## config.mk

```make
export PLATFORM = sky130hd
export DESIGN_NAME = pipeline_hazard_controller
export DESIGN_NICKNAME = d
export VERILOG_FILES = /design/src/rtl/pipeline_hazard_controller.sv
export SDC_FILE = /design/constraint.sdc
export NUM_CORES = 1
export LEC_CHECK = 0
export BUFFER_PORTS_ARGS = -buffer_cell sky130_fd_sc_hd__buf_4
export CORE_MARGIN = 2
export CORE_UTILIZATION = 54
export CTS_CLUSTER_DIAMETER = 120
export CTS_CLUSTER_SIZE = 10
export DETAILED_ROUTE_END_ITERATION = 6
export GPL_TIMING_DRIVEN = 0
export PLACE_DENSITY = 0.8
export SLEW_MARGIN = 30
export SYNTH_ARGS = -nofsm -noshare
export SYNTH_HDL_FRONTEND = slang
export SYNTH_SLANG_ARGS = --single-unit
```

## constraint.sdc

```tcl
create_clock -name Clk -period 2.37 [get_ports Clk]
set_clock_uncertainty 0.05 [all_clocks]
set_input_delay 0.1185 -clock Clk [delete_from_list [all_inputs] [get_ports Clk]]
set_output_delay 0.1185 -clock Clk [all_outputs]
set_load 0.05 [all_outputs]
```

## src/rtl/pipeline_hazard_controller.sv

```systemverilog
// pipeline_hazard_controller: stall/flush sequencer for load-use, taken branches and data-memory waits
module pipeline_hazard_controller #(
  parameter int MEM_TIMEOUT = 16,
  parameter int WAIT_W      = 8,
  parameter int COUNT_W     = 32
) (
  input  logic               Clk,
  input  logic               Reset,
  input  logic               MemRead_EX,
  input  logic [4:0]         Write_Register_EX,
  input  logic [4:0]         Rs_ID,
  input  logic [4:0]         Rt_ID,
  input  logic               Uses_Rt_ID,
  input  logic               Branch_Taken_EX,
  input  logic               Mem_Req_MEM,
  input  logic               Mem_Ready,
  output logic               PC_Write,
  output logic               IF_ID_Write,
  output logic               IF_ID_Flush,
  output logic               ID_EX_Flush,
  output logic               Pipe_Hold,
  output logic               Mem_Error,
  output logic [COUNT_W-1:0] Stall_Count
);
  typedef enum logic [1:0] {RUN, MEM_WAIT, ERROR} state_t;
  state_t             r_state;
  logic [WAIT_W-1:0]  r_wait_cnt;
  logic [COUNT_W-1:0] r_stall_cnt;
  logic               r_mem_error;
  logic               w_mem_stall, w_load_use, w_freeze, w_advance;
  assign w_mem_stall = Mem_Req_MEM & ~Mem_Ready;
  assign w_load_use  = MemRead_EX & (Write_Register_EX != 5'd0) &
                       ((Write_Register_EX == Rs_ID) | (Uses_Rt_ID & (Write_Register_EX == Rt_ID)));
  // a freeze (memory wait or error) masks both branch flush and load-use bubble
  assign w_freeze    = (r_state == ERROR) | w_mem_stall;
  assign w_advance   = ~Reset & ~w_freeze & (Branch_Taken_EX | ~w_load_use);
  assign PC_Write    = w_advance;
  assign IF_ID_Write = w_advance;
  assign IF_ID_Flush = Reset | (~w_freeze & Branch_Taken_EX);
  assign ID_EX_Flush = Reset | (~w_freeze & (Branch_Taken_EX | w_load_use));
  assign Pipe_Hold   = ~Reset & w_freeze;
  assign Mem_Error   = r_mem_error;
  assign Stall_Count = r_stall_cnt;
  always_ff @(posedge Clk) begin
    if (Reset) begin
      r_state     <= RUN;
      r_wait_cnt  <= '0;
      r_stall_cnt <= '0;
      r_mem_error <= 1'b0;
    end else begin
      if (!PC_Write && !(&r_stall_cnt)) r_stall_cnt <= r_stall_cnt + COUNT_W'(1);
      case (r_state)
        RUN: if (w_mem_stall) begin
          r_state    <= MEM_WAIT;
          r_wait_cnt <= WAIT_W'(1);
        end
        MEM_WAIT: if (!w_mem_stall) begin
          r_state    <= RUN;
          r_wait_cnt <= '0;
        end else if (r_wait_cnt == WAIT_W'(MEM_TIMEOUT - 1)) begin
          r_state     <= ERROR;
          r_mem_error <= 1'b1;
        end else begin
          r_wait_cnt <= r_wait_cnt + WAIT_W'(1);
        end
        ERROR: r_state <= ERROR;
        default: r_state <= RUN;
      endcase
    end
  end
endmodule

```

======== Yosys cells after proc, flatten, opt, wreduce, memory -nomap -nowiden ========
Cells that the tools add are included.
storage, ports and cells
  register bits ........................... 43
  bits of input ports ..................... 22
  output and inout bits ................... 38
  logic and storage cells ................. 51
operators by class
  add/sub/neg operators ................... 2
  equality and inequality tests ........... 8
  multiplexer cells ....................... 8
  bitwise gates (word level) .............. 19
  reduce and logical (&&, ||, !) cells .... 10
operator list
  kind                   number
  $add 32x1->32 const B  1
  $reduce_and 32->1      1
  $mux 8                 3
  $pmux 8 s2             1
  $eq 5x5->1             2
  $and 1x1->1            9
  $add 8x1->8 const B    1
  $eq 8x4->1 const B     1
  $mux 2                 3
  $ne 3x3->1 const B     2
  $or 1x1->1             6
  $pmux 2 s3             1
  $reduce_and 3->1       2
  $reduce_bool 5->1      1
  $not 1->1              4
  $eq 2x1->1 const B     1
  $eq 2x2->1 const B     1
  $logic_not 1->1        2
  $logic_not 2->1        1
  $ne 2x2->1 const B     1
  $reduce_and 2->1       1
  $reduce_bool 2->1      1
  $logic_and 1x1->1      1

======== Logic depth before layout (Yosys ltp) ========
Gate-level depths: netlist of the first run.
  depth after elaboration ................. 9
  mapped depth ............................ 8

======== Worst setup path after synthesis of the first run ========
Ideal clock, no wire load.
  path type ............................... register to register
  start ................................... register r_stall_cnt[16], in the netlist Stall_Count[16]
  end ..................................... register r_stall_cnt[10], in the netlist Stall_Count[10]
  setup time .............................. 0.121 ns
  data arrival time ....................... 2.470 ns
  data required time ...................... 2.199 ns
  slack ................................... -0.271 ns
  stages on the path, launching flop included .. 8
  clock period less this slack ............ 2.641 ns
  cell sequence ........................... dfxtp_1 and4_4 nand4_2 or4_4 nor3_4 buf_6 nor4_1 mux2_4
on the way
  word-level cells in the longest chain between the ends .. 3
RTL lines
  what                      line  text
  start: declaration        28    logic [COUNT_W-1:0] r_stall_cnt;
  start signal: assignment  51    if (!PC_Write && !(&r_stall_cnt)) r_stall_cnt <= r_stall_cnt + COUNT_W'(1);
  $reduce_and 32->1         51
  $logic_not 1->1           51
  $logic_and 1x1->1         51
Every way passes these cells.
A chain may end at the register's enable or synchronous reset.

======== Worst setup path after layout of the first run ========
  start ................................... register r_stall_cnt[19], in the netlist Stall_Count[19]
  end ..................................... register r_stall_cnt[10], in the netlist Stall_Count[10]
The elaborated chain is that of the path after synthesis.

==> summary.md, run 1 <==
### GRT
- GR Util All Layers: 0.250
- number of global-route vias before repair: 2330
- maximum number of pins on one net before global-route repair: 14
- total global routing overflow: 0
- number of antenna violations at the first check in global routing: 0
- first-pass GRT wire length: 10.6 mm

### Critical path
- critical path startpoint category: register
- type of the setup path with the least slack: register to register
- crit path DAT: 2470 ps
- CP endpoint kind: register
- CP Data Required Time: 2520 ps
- largest fanout on the critical path: 7

### Yosys
- largest family of logic cells by synthesized area: simple AND/OR/NAND/NOR gates
- Gate Count Post-Synth: 308
- post-synthesis mux area share: 0.0210
- basic-gate share of the synthesized area counting and, or, nand and nor cells: 0.320
- most area-consuming cells after synthesis: sky130_fd_sc_hd__dfxtp_1, sky130_fd_sc_hd__a21oi_1, sky130_fd_sc_hd__or4_1
- most instantiated flip-flop cell in the synthesis netlist: sky130_fd_sc_hd__dfxtp_1
- post-synthesis average cell area: 8.14 µm²
- number of flops mapped to enable cells by yosys: 0
- synthesized area: 2510 µm²
- largest area contributor in the synthesized netlist: sky130_fd_sc_hd__dfxtp_1
- sequential fraction of the synthesis area: 0.343
- portion of synthesized cell area occupied by the leading cell type: 0.343
- register bit count reported by yosys: 43
- Yosys warning total: 0
- area fraction in compound gates after synthesis: 0.207
- post-synth cell types: 46
- xor/xnor cell area share of the yosys netlist: 0.0524
- share of flip-flops with an asynchronous set or reset: 0
- post-synthesis adder-cell area fraction: 0.00998
- Net Count, Synth: 332

### Final layout
- Final nets: 402
- filler instances: 385
- Layout Utilization: 0.724
- final antenna diode count: 0
- area overhead of the layout relative to synthesis: 27.4%
- proportion of layout cells with a drive suffix above 1: 0.277
- final std cells w/o fill: 431

### Detailed routing
- vias per cell: 6.24
- First-pass DRT Iterations: 5
- average detailed-routed wire length per instance: 15.4 µm
- post-route DRC violation count: 0
- via count: 2691
- drt first-iter violations: 156
- final wirelength: 6.63 mm
- number of nets with antenna violations after detailed routing: 0

### Place
- placed wire-length estimate after detailed placement: 4.79 mm
- post-place setup slack: -92.0 ps
- GPL Wtd Cong: 0.892
- # placed instances: 419
- count of buffers inserted at the top-level ports: 59

### Run
- max-cap viol count: 0

### Timing
- worst hold slack across all endpoints: 156 ps
- transition time at the pin with the least slew margin: 550 ps
- worst slew slack as a fraction of its limit: 0.634
- worst path setup slack after routing: 42.3 ps
- Setup Viol. Count Final: 0
- final worst-path cycle share: 0.982
- post-layout min period: 2330 ps
- Highest Clock Rate: 430 MHz
- RSZ-0062 raised after global routing: yes
- final hold vios: 0
- final max-slew violation count: 0

### Power
- Max rail drop VDD: 423 µV
- Final Total Pwr: 1.44 mW
- power per unit of standard cell area: 450 nW/µm²
- standby leakage power: 1.16 nW

### Clock tree
- Hold-fix buffers, CTS: 0
- Skew-Pair Late Insertion Delay: 300 ps
- maximum root-to-sink buffer count: 2
- CTS Root Buffer Type: sky130_fd_sc_hd__clkbuf_8
- TritonCTS clock tree: yes
- depth of the CTS H-tree: 2
- CTS Buf Count: 5
- sinks on the clock net: 43
- Clk pin slew, worst setup/hold paths: 90 ps

### Floorplanning
- die outline height: 72.1 µm
- die extent in x: 72.1 µm
- placeable core region: 4410 µm²
- count of standard-cell rows: 24
- I/O pin count: 60
- floorplan die area: 5200 µm²
- effective utilization at floorplan: 0.568

### Worst hold path
- class of the tightest hold or removal check: input port to register

### Run status
- status: complete, no violations

path summary, 6_finish.rpt:
| check | from | slack (ps) | depth (start not counted) | to |
|---|---|---|---|---|
| min reg2reg | Mem_Error$_SDFFE_PP0P_ | 440 | 2 | Mem_Error$_SDFFE_PP0P_ |
| min | Mem_Ready | 160 | 4 | r_wait_cnt[7]$_SDFFE_PP0P_ |
| max | Stall_Count[19]$_SDFFE_PP0P_ | 40 | 7 | Stall_Count[10]$_SDFFE_PP0P_ |
| max reg2reg | Stall_Count[19]$_SDFFE_PP0P_ | 40 | 7 | Stall_Count[10]$_SDFFE_PP0P_ |
through the flow:
| step | TNS [ps] | cell area, µm² |
|---|---|---|
| 6_report | 0 | 3200 |
| 2_1_floorplan | -1.40 | 2530 |
| 5_1_grt | -184 | 3200 |
| 3_5_place_dp | -156 | 3040 |
| 4_1_cts | 0 | 3140 |
| 3_3_place_gp | -129 | 3040 |
cell type report:
| cell class | instances | area (µm²) | area share |
|---|---|---|---|
| inverters | 6 | 22.5 | 0.00705 |
| clock buffers | 7 | 96.3 | 0.0301 |
| well taps | 52 | 65.1 | 0.0204 |
| clock inverters | 1 | 6.26 | 0.00196 |
| flip-flops and latches | 43 | 877 | 0.274 |
| plain buffers | 16 | 95.1 | 0.0298 |
| repair buffers | 64 | 480 | 0.150 |
| multi-input cells | 242 | 1550 | 0.486 |
power breakdown:
| group | internal (mW) | total [mW] | switching (mW) |
|---|---|---|---|
| Combinational | 0.0732 | 0.184 | 0.111 |
| Clock | 0.266 | 0.519 | 0.253 |
| Sequential | 0.725 | 0.735 | 0.00948 |
placed cells by master (no fill, tap or decap), types with 3 or more instances in the layout:
cell type,n
sky130_fd_sc_hd__a21o_1,3
sky130_fd_sc_hd__a21oi_1,32
sky130_fd_sc_hd__and3_1,6
sky130_fd_sc_hd__and4_1,5
sky130_fd_sc_hd__buf_4,66
sky130_fd_sc_hd__buf_6,3
sky130_fd_sc_hd__clkbuf_1,9
sky130_fd_sc_hd__clkbuf_8,7
sky130_fd_sc_hd__dfxtp_1,34
sky130_fd_sc_hd__dfxtp_2,7
sky130_fd_sc_hd__inv_1,6
sky130_fd_sc_hd__nand2_1,22
sky130_fd_sc_hd__nand2b_1,4
sky130_fd_sc_hd__nand3_1,17
sky130_fd_sc_hd__nand4_1,15
sky130_fd_sc_hd__nor2_1,22
sky130_fd_sc_hd__nor2b_1,5
sky130_fd_sc_hd__nor4_1,5
sky130_fd_sc_hd__o21ai_0,12
sky130_fd_sc_hd__o31ai_1,15
sky130_fd_sc_hd__or3_1,9
sky130_fd_sc_hd__or4_1,16
sky130_fd_sc_hd__xnor2_1,11
sky130_fd_sc_hd__xor2_1,4
metal layers:
layer / vias up / wire length (µm) / GRT usage
met4: 0 / 40 / 0.0671
met2: 113 / 3140 / 0.399
met3: 5 / 483 / 0.0500
met1: 1259 / 2960 / 0.346
met5: - / 0 / 0
li1: 1314 / - / -
flip-flops by register name, summed over array words and instances (netlist names):
name and flops:
r_state 2, Stall_Count 32, r_wait_cnt 8, Mem_Error 1
worst max-delay path, stage by stage, from the launching register on:
cell and delay (ps):
sky130_fd_sc_hd__dfxtp_2 380, sky130_fd_sc_hd__and4_4 260, sky130_fd_sc_hd__nand4_2 150, sky130_fd_sc_hd__or4_4 590, sky130_fd_sc_hd__nor3_4 250, sky130_fd_sc_hd__buf_6 170, sky130_fd_sc_hd__nor4_1 70, sky130_fd_sc_hd__mux2_4 310
synthesized netlist by cell type (all sizes together), types with 7 or more instances:
cell type  number
a21oi          32
buf             7
clkbuf         10
dfxtp          43
nand2          22
nand3          17
nand4          17
nor2           22
o21ai          12
o31ai          15
or3             9
or4            17
xnor2          11
logic make-up after synthesis:
family	count (synthesis)
buffers and inverters	23
AND/OR/NAND/NOR	139
adder cells (fa/ha/maj)	2
AO/OA/AOI/OAI	82
multiplexers	4
flip-flops	43
XOR/XNOR	15
timing repair:
| item | 4_1_cts | 5_1_grt |
|---|---|---|
| resized for setup | 1 | 5 |
| buffers inserted | 0 | 5 |
| setup endpoints to repair | 1 | 14 |
| pin swaps | 0 | 2 |
| cloned | 0 | 0 |
Note: power is estimated with default switching activity, not from simulation.
==> run 2, diff against run 1 <==
--- a/config.mk
+++ b/config.mk
@@ -7,12 +7,13 @@
 export LEC_CHECK = 0
 export BUFFER_PORTS_ARGS = -buffer_cell sky130_fd_sc_hd__buf_4
 export CORE_MARGIN = 2
-export CORE_UTILIZATION = 54
+export CORE_UTILIZATION = 50
+export CTS_BUF_LIST = sky130_fd_sc_hd__clkbuf_8
 export CTS_CLUSTER_DIAMETER = 120
 export CTS_CLUSTER_SIZE = 10
 export DETAILED_ROUTE_END_ITERATION = 6
 export GPL_TIMING_DRIVEN = 0
-export PLACE_DENSITY = 0.8
+export PLACE_DENSITY = 0.78
 export SLEW_MARGIN = 30
 export SYNTH_ARGS = -nofsm -noshare
 export SYNTH_HDL_FRONTEND = slang
==> constraint.sdc (replaced) <==
create_clock -name Clk -period 1.95 [get_ports Clk]
set_clock_uncertainty 0.05 [all_clocks]
set_input_delay 0.0975 -clock Clk [delete_from_list [all_inputs] [get_ports Clk]]
set_output_delay 0.0975 -clock Clk [all_outputs]
set_load 0.05 [all_outputs]
==> summary.md, run 2 (synthesized netlist as in run 1, its figures left out) <==
### Run status
- status: finished with violations
- violations in the final reports: negative setup slack

### Critical path
- CP Data Required Time: 2060 ps
- largest fanout on the critical path: 6
- type of the setup path with the least slack: register to register
- cells along the critical path: nand4_1 > or4_4 > nor3_4 > buf_6 > buf_4 > or4_1 > a21oi_1
- crit path DAT: 2340 ps
- Worst path max stage delay: 570 ps
- cell family with the largest share of critical-path delay: simple AND/OR/NAND/NOR gates
- slowest cell on the critical path: sky130_fd_sc_hd__or4_4
- CP endpoint kind: register
- critical path startpoint category: register
- Critical path buffers and inverters: 2

### Clock tree
- Hold-fix buffers, CTS: 0
- CTS Root Buffer Type: sky130_fd_sc_hd__clkbuf_8
- Skew-Pair Late Insertion Delay: 310 ps
- CTS Buf Count: 5
- depth of the CTS H-tree: 2
- sinks on the clock net: 43
- TritonCTS clock tree: yes
- Clk pin slew, worst setup/hold paths: 100 ps
- maximum root-to-sink buffer count: 2

### GRT
- GR Util All Layers: 0.268
- total global routing overflow: 0
- number of antenna violations at the first check in global routing: 0
- global route hottest layer: met2
- maximum number of pins on one net before global-route repair: 16
- met2 track demand over resource: 0.419
- number of global-route vias before repair: 2387
- fraction of met1 tracks used by global routing: 0.359
- first-pass GRT wire length: 11.5 mm
- met3 track utilization from global routing: 0.0669

### Place
- placed cell areas: 3110 µm²
- GPL Wtd Cong: 0.856
- count of buffers inserted at the top-level ports: 59
- placed wire-length estimate after detailed placement: 4.94 mm

### Detailed routing
- vias per cell: 6.31
- First-pass DRT Iterations: 6
- via count: 2951
- drt first-iter violations: 447
- number of nets with antenna violations after detailed routing: 0
- final wirelength: 8.17 mm
- average detailed-routed wire length per instance: 17.5 µm
- post-route DRC violation count: 0

### Timing
- worst path setup slack after routing: -280 ps
- final max-slew violation count: 0
- Highest Clock Rate: 448 MHz
- RSZ-0062 raised after global routing: yes
- worst hold slack across all endpoints: 153 ps
- Setup Viol. Count Final: 24
- worst slew slack as a fraction of its limit: 0.590
- transition time at the pin with the least slew margin: 615 ps
- final worst-path cycle share: 1.14
- TNS Setup: -3990 ps
- post-layout min period: 2230 ps
- final hold vios: 0

### Run
- max-cap viol count: 0

### Floorplanning
- I/O pin count: 60
- effective utilization at floorplan: 0.524
- count of standard-cell rows: 25
- die extent in x: 74.8 µm
- placeable core region: 4790 µm²
- floorplan die area: 5600 µm²
- die outline height: 74.8 µm

### Power
- power per unit of standard cell area: 483 nW/µm²
- standby leakage power: 1.39 nW
- Final Total Pwr: 1.76 mW
- Max rail drop VDD: 385 µV

### Final layout
- most used cells in the layout excluding fill and tap cells: sky130_fd_sc_hd__buf_4, sky130_fd_sc_hd__a21oi_1, sky130_fd_sc_hd__dfxtp_2
- final antenna diode count: 0
- Final nets: 424
- area overhead of the layout relative to synthesis: 45.3%
- proportion of layout cells with a drive suffix above 1: 0.434
- filler instances: 332
- post-layout instance area: 3640 µm²
- commonest non-fill, non-tap cell in the layout: sky130_fd_sc_hd__buf_4
- Layout Utilization: 0.761
- number of flip-flops in the largest register: 32

### Worst hold path
- class of the tightest hold or removal check: input port to register

-- run 2: cell count changes in the layout (fill, tap and decap cells not counted), moves of 3 or more --
| cell | delta |
|---|---|
| sky130_fd_sc_hd__buf_4 | +16 |
| sky130_fd_sc_hd__clkbuf_1 | -6 |
| sky130_fd_sc_hd__o21ai_0 | -3 |
| sky130_fd_sc_hd__dfxtp_4 | +9 |
| sky130_fd_sc_hd__dfxtp_2 | +15 |
| sky130_fd_sc_hd__dfxtp_1 | -24 |
| sky130_fd_sc_hd__clkbuf_2 | +4 |
| sky130_fd_sc_hd__buf_8 | +4 |
-- run 2: stage by stage --
stage,instances,setup slack (ps)
global placement,434,-457
global route,468,-351
detailed placement,434,-486
CTS,457,-196
finish,468,-280
floorplan,308,-264
-- run 2: per-layer routing --
metal / share of wire / vias to the layer above / routed length, µm
met3: 0.10 / 41 / 818
met1: 0.39 / 1366 / 3170
li1: - / 1360 / -
met5: 0 / - / 0
met2: 0.47 / 184 / 3880
met4: 0.037 / 0 / 302
-- run 2: final timing paths --
kind / start / end / slack (ps) / cells past startpoint
setup / recovery: Stall_Count[27]$_SDFFE_PP0P_ / Stall_Count[4]$_SDFFE_PP0P_ / -280 / 7
hold / removal: Mem_Ready / r_wait_cnt[7]$_SDFFE_PP0P_ / 150 / 4
setup reg to reg: Stall_Count[27]$_SDFFE_PP0P_ / Stall_Count[4]$_SDFFE_PP0P_ / -280 / 7
hold reg to reg: Mem_Error$_SDFFE_PP0P_ / Mem_Error$_SDFFE_PP0P_ / 440 / 2
-- run 2: cell type report --
cell class | count | area, µm² | area share
Buffer | 15 | 119 | 0.0326
Tap cell | 67 | 83.8 | 0.0230
Clock inverter | 3 | 23.8 | 0.00652
Multi-Input combinational cell | 242 | 1690 | 0.464
Inverter | 6 | 22.5 | 0.00618
Sequential cell | 43 | 930 | 0.255
Timing Repair Buffer | 87 | 707 | 0.194
Clock buffer | 5 | 68.8 | 0.0189
-- run 2: where the power goes --
group	switching (mW)	internal [mW]	leakage (nW)
sequential	0.0130	0.870	0.367
combinational	0.151	0.113	0.973
clock	0.353	0.258	0.0486
-- run 2: what timing repair did --
item | CTS | global route
gates resized for setup | 19 | 39
cloned | 0 | 2
buffers inserted | 16 | 10
setup endpoints to repair | 37 | 40
pin swaps | 6 | 18
-- run 2: worst reg2reg max path, cell delays in order (launching register included) --
cell	delay, ps
sky130_fd_sc_hd__dfxtp_2	380
sky130_fd_sc_hd__nand4_1	210
sky130_fd_sc_hd__or4_4	570
sky130_fd_sc_hd__nor3_4	320
sky130_fd_sc_hd__buf_6	200
sky130_fd_sc_hd__buf_4	140
sky130_fd_sc_hd__or4_1	110
sky130_fd_sc_hd__a21oi_1	90
==> run 3, diff against run 2 <==
--- a/config.mk
+++ b/config.mk
@@ -5,9 +5,10 @@
 export SDC_FILE = /design/constraint.sdc
 export NUM_CORES = 1
 export LEC_CHECK = 0
+export ABC_AREA = 1
 export BUFFER_PORTS_ARGS = -buffer_cell sky130_fd_sc_hd__buf_4
 export CORE_MARGIN = 2
-export CORE_UTILIZATION = 50
+export CORE_UTILIZATION = 51
 export CTS_BUF_LIST = sky130_fd_sc_hd__clkbuf_8
 export CTS_CLUSTER_DIAMETER = 120
 export CTS_CLUSTER_SIZE = 10
==> summary.md, run 3 <==
### Run status
- status: complete, no violations

### Timing
- TNS Setup: 0 ps
- final max-slew violation count: 0
- post-layout min period: 1800 ps
- Highest Clock Rate: 555 MHz
- final hold vios: 0
- worst slew slack as a fraction of its limit: 0.729
- worst hold slack across all endpoints: 90.7 ps
- RSZ-0062 raised after global routing: no
- transition time at the pin with the least slew margin: 406 ps
- final worst-path cycle share: 0.923
- Setup Viol. Count Final: 0

### Critical path
- CP endpoint kind: register
- largest fanout on the critical path: 10
- critical path startpoint category: register
- Register-to-Register Path Depth: 11
- crit path DAT: 1940 ps
- type of the setup path with the least slack: register to register
- CP Data Required Time: 2090 ps

### Clock tree
- depth of the CTS H-tree: 2
- CTS Buf Count: 5
- Skew-Pair Late Insertion Delay: 300 ps
- maximum root-to-sink buffer count: 2
- Clk pin slew, worst setup/hold paths: 80 ps
- sinks on the clock net: 43
- TritonCTS clock tree: yes
- CTS Root Buffer Type: sky130_fd_sc_hd__clkbuf_8
- Hold-fix buffers, CTS: 0

### Floorplanning
- floorplan die area: 6160 µm²
- placeable core region: 5440 µm²
- count of standard-cell rows: 27
- die outline height: 78.5 µm
- I/O pin count: 60
- effective utilization at floorplan: 0.520
- die extent in x: 78.5 µm

### GRT
- number of antenna violations at the first check in global routing: 0
- total global routing overflow: 0
- maximum number of pins on one net before global-route repair: 14
- first-pass GRT wire length: 11.2 mm
- GR Util All Layers: 0.221
- number of global-route vias before repair: 2728

### Yosys
- Yosys warning total: 0
- register bit count reported by yosys: 43
- post-synthesis average cell area: 6.10 µm²
- portion of synthesized cell area occupied by the leading cell type: 0.304
- sequential fraction of the synthesis area: 0.304
- most area-consuming cells after synthesis: sky130_fd_sc_hd__dfxtp_1, sky130_fd_sc_hd__nand2_1, sky130_fd_sc_hd__nor2_1
- most instantiated flip-flop cell in the synthesis netlist: sky130_fd_sc_hd__dfxtp_1
- most frequent cell after synthesis: sky130_fd_sc_hd__nand2_1
- largest area contributor in the synthesized netlist: sky130_fd_sc_hd__dfxtp_1
- post-synth cell types: 30
- synthesized area: 2830 µm²
- Gate Count Post-Synth: 464
- share of flip-flops with an asynchronous set or reset: 0
- Net Count, Synth: 488
- number of flops mapped to enable cells by yosys: 0
- commonest cells in the netlist: sky130_fd_sc_hd__nand2_1, sky130_fd_sc_hd__nor2_1, sky130_fd_sc_hd__inv_1, sky130_fd_sc_hd__nand3_1, sky130_fd_sc_hd__a21oi_1

### Final layout
- final antenna diode count: 0
- proportion of layout cells with a drive suffix above 1: 0.245
- Final nets: 554
- commonest non-fill, non-tap cell in the layout: sky130_fd_sc_hd__nand2_1
- area of the multi-input gates: 1650 µm²
- filler instances: 514
- number of flip-flops in the largest register: 32
- area of all sequential standard cells: 865 µm²
- most used cells in the layout excluding fill and tap cells: sky130_fd_sc_hd__nand2_1, sky130_fd_sc_hd__nor2_1, sky130_fd_sc_hd__buf_4
- area overhead of the layout relative to synthesis: 24.8%

### Power
- clock network power share: 0.414
- power per unit of standard cell area: 559 nW/µm²
- Comb power frac: 0.132
- Max rail drop VDD: 294 µV
- Net Sw Frac: 0.243
- Power Internal: 1.49 mW
- fraction of power consumed by sequential logic: 0.454
- switching power: 480 µW
- standby leakage power: 1.68 nW

### Detailed routing
- number of nets with antenna violations after detailed routing: 0
- average detailed-routed wire length per instance: 10.9 µm
- via count: 3020
- drt first-iter violations: 163
- First-pass DRT Iterations: 4
- final wirelength: 6.59 mm
- post-route DRC violation count: 0
- vias per cell: 5.01

### Place
- placed wire-length estimate after detailed placement: 5.14 mm
- count of buffers inserted at the top-level ports: 59
- GPL Wtd Cong: 0.918

### Worst hold path
- class of the tightest hold or removal check: input port to register
- instance count along the most critical hold path: 4

### Run
- max-cap viol count: 0

-- run 3: critical path, stage by stage, from the launching register on --
cell	delay, ps
sky130_fd_sc_hd__dfxtp_2	370
sky130_fd_sc_hd__ha_2	200
sky130_fd_sc_hd__nand2_2	80
sky130_fd_sc_hd__nor2_4	140
sky130_fd_sc_hd__nand2_4	90
sky130_fd_sc_hd__nor2_8	150
sky130_fd_sc_hd__nand3_4	100
sky130_fd_sc_hd__buf_6	180
sky130_fd_sc_hd__nand2_2	90
sky130_fd_sc_hd__nor2_2	50
sky130_fd_sc_hd__a21oi_1	140
sky130_fd_sc_hd__nor2_1	60
-- run 3: power groups by stage --
| stage | combinational (mW) | sequential [mW] | clock (mW) |
|---|---|---|---|
| after detailed placement | 0.256 | 0.917 | 0 |
| after global routing | 0.287 | 0.898 | 0.880 |
| after floorplan | 0.149 | 0.935 | 0 |
| final | 0.260 | 0.896 | 0.818 |
| after CTS | 0.256 | 0.896 | 0.840 |
| after global placement | 0.250 | 0.916 | 0 |
-- run 3: path summary, 6_finish.rpt --
kind,from,endpoint,slack [ps]
hold reg to reg,r_state[1]$_SDFFE_PP0P_,r_state[0]$_SDFFE_PP0P_,400
setup / recovery,Stall_Count[0]$_SDFFE_PP0P_,Stall_Count[25]$_SDFFE_PP0P_,150
setup reg to reg,Stall_Count[0]$_SDFFE_PP0P_,Stall_Count[25]$_SDFFE_PP0P_,150
hold / removal,Mem_Ready,r_state[0]$_SDFFE_PP0P_,90
-- run 3: cell type report --
| type | count | area share |
|---|---|---|
| Buffer | 14 | 0.0301 |
| Clock buffer | 5 | 0.0195 |
| Clock inverter | 3 | 0.0181 |
| Inverter | 63 | 0.0670 |
| Multi-Input combinational cell | 344 | 0.468 |
| Sequential cell | 43 | 0.245 |
| Tap cell | 72 | 0.0255 |
| Timing Repair Buffer | 59 | 0.127 |
-- run 3: per-stage QoR --
step / area (µm²) / worst slack [ps] / instances / power [mW] / util
2_1_floorplan: 2830 / 18.1 / 464 / 1.08 / -
5_1_grt: 3530 / 2.63 / 603 / 2.07 / 0.649
4_1_cts: 3500 / 51.7 / 603 / 1.99 / 0.643
3_5_place_dp: 3360 / 152 / 595 / 1.17 / 0.619
6_report: 3530 / 150 / 603 / 1.97 / 0.649
3_3_place_gp: 3360 / 193 / 595 / 1.17 / 0.619
-- run 3: cells by family after synthesis --
group	Yosys count	synth area share
AO/OA/AOI/OAI	55	0.0995
buffers and inverters	77	0.119
flip-flops	43	0.304
XOR/XNOR	2	0.00619
AND/OR/NAND/NOR	285	0.463
adder cells (fa/ha/maj)	2	0.00884
-- run 3: repair_timing --
item / CTS / global route
gates resized for setup: 0 / 10
setup endpoints to repair: 0 / 14
setup buffers: 0 / 0
-- run 3: metal layers --
metal / GRT usage / vias up / routed length [µm]
met5: 0 / - / 0
met4: 0.0912 / 0 / 87
met3: 0.0448 / 10 / 373
met2: 0.388 / 72 / 3210
met1: 0.262 / 1344 / 2920
li1: - / 1594 / -
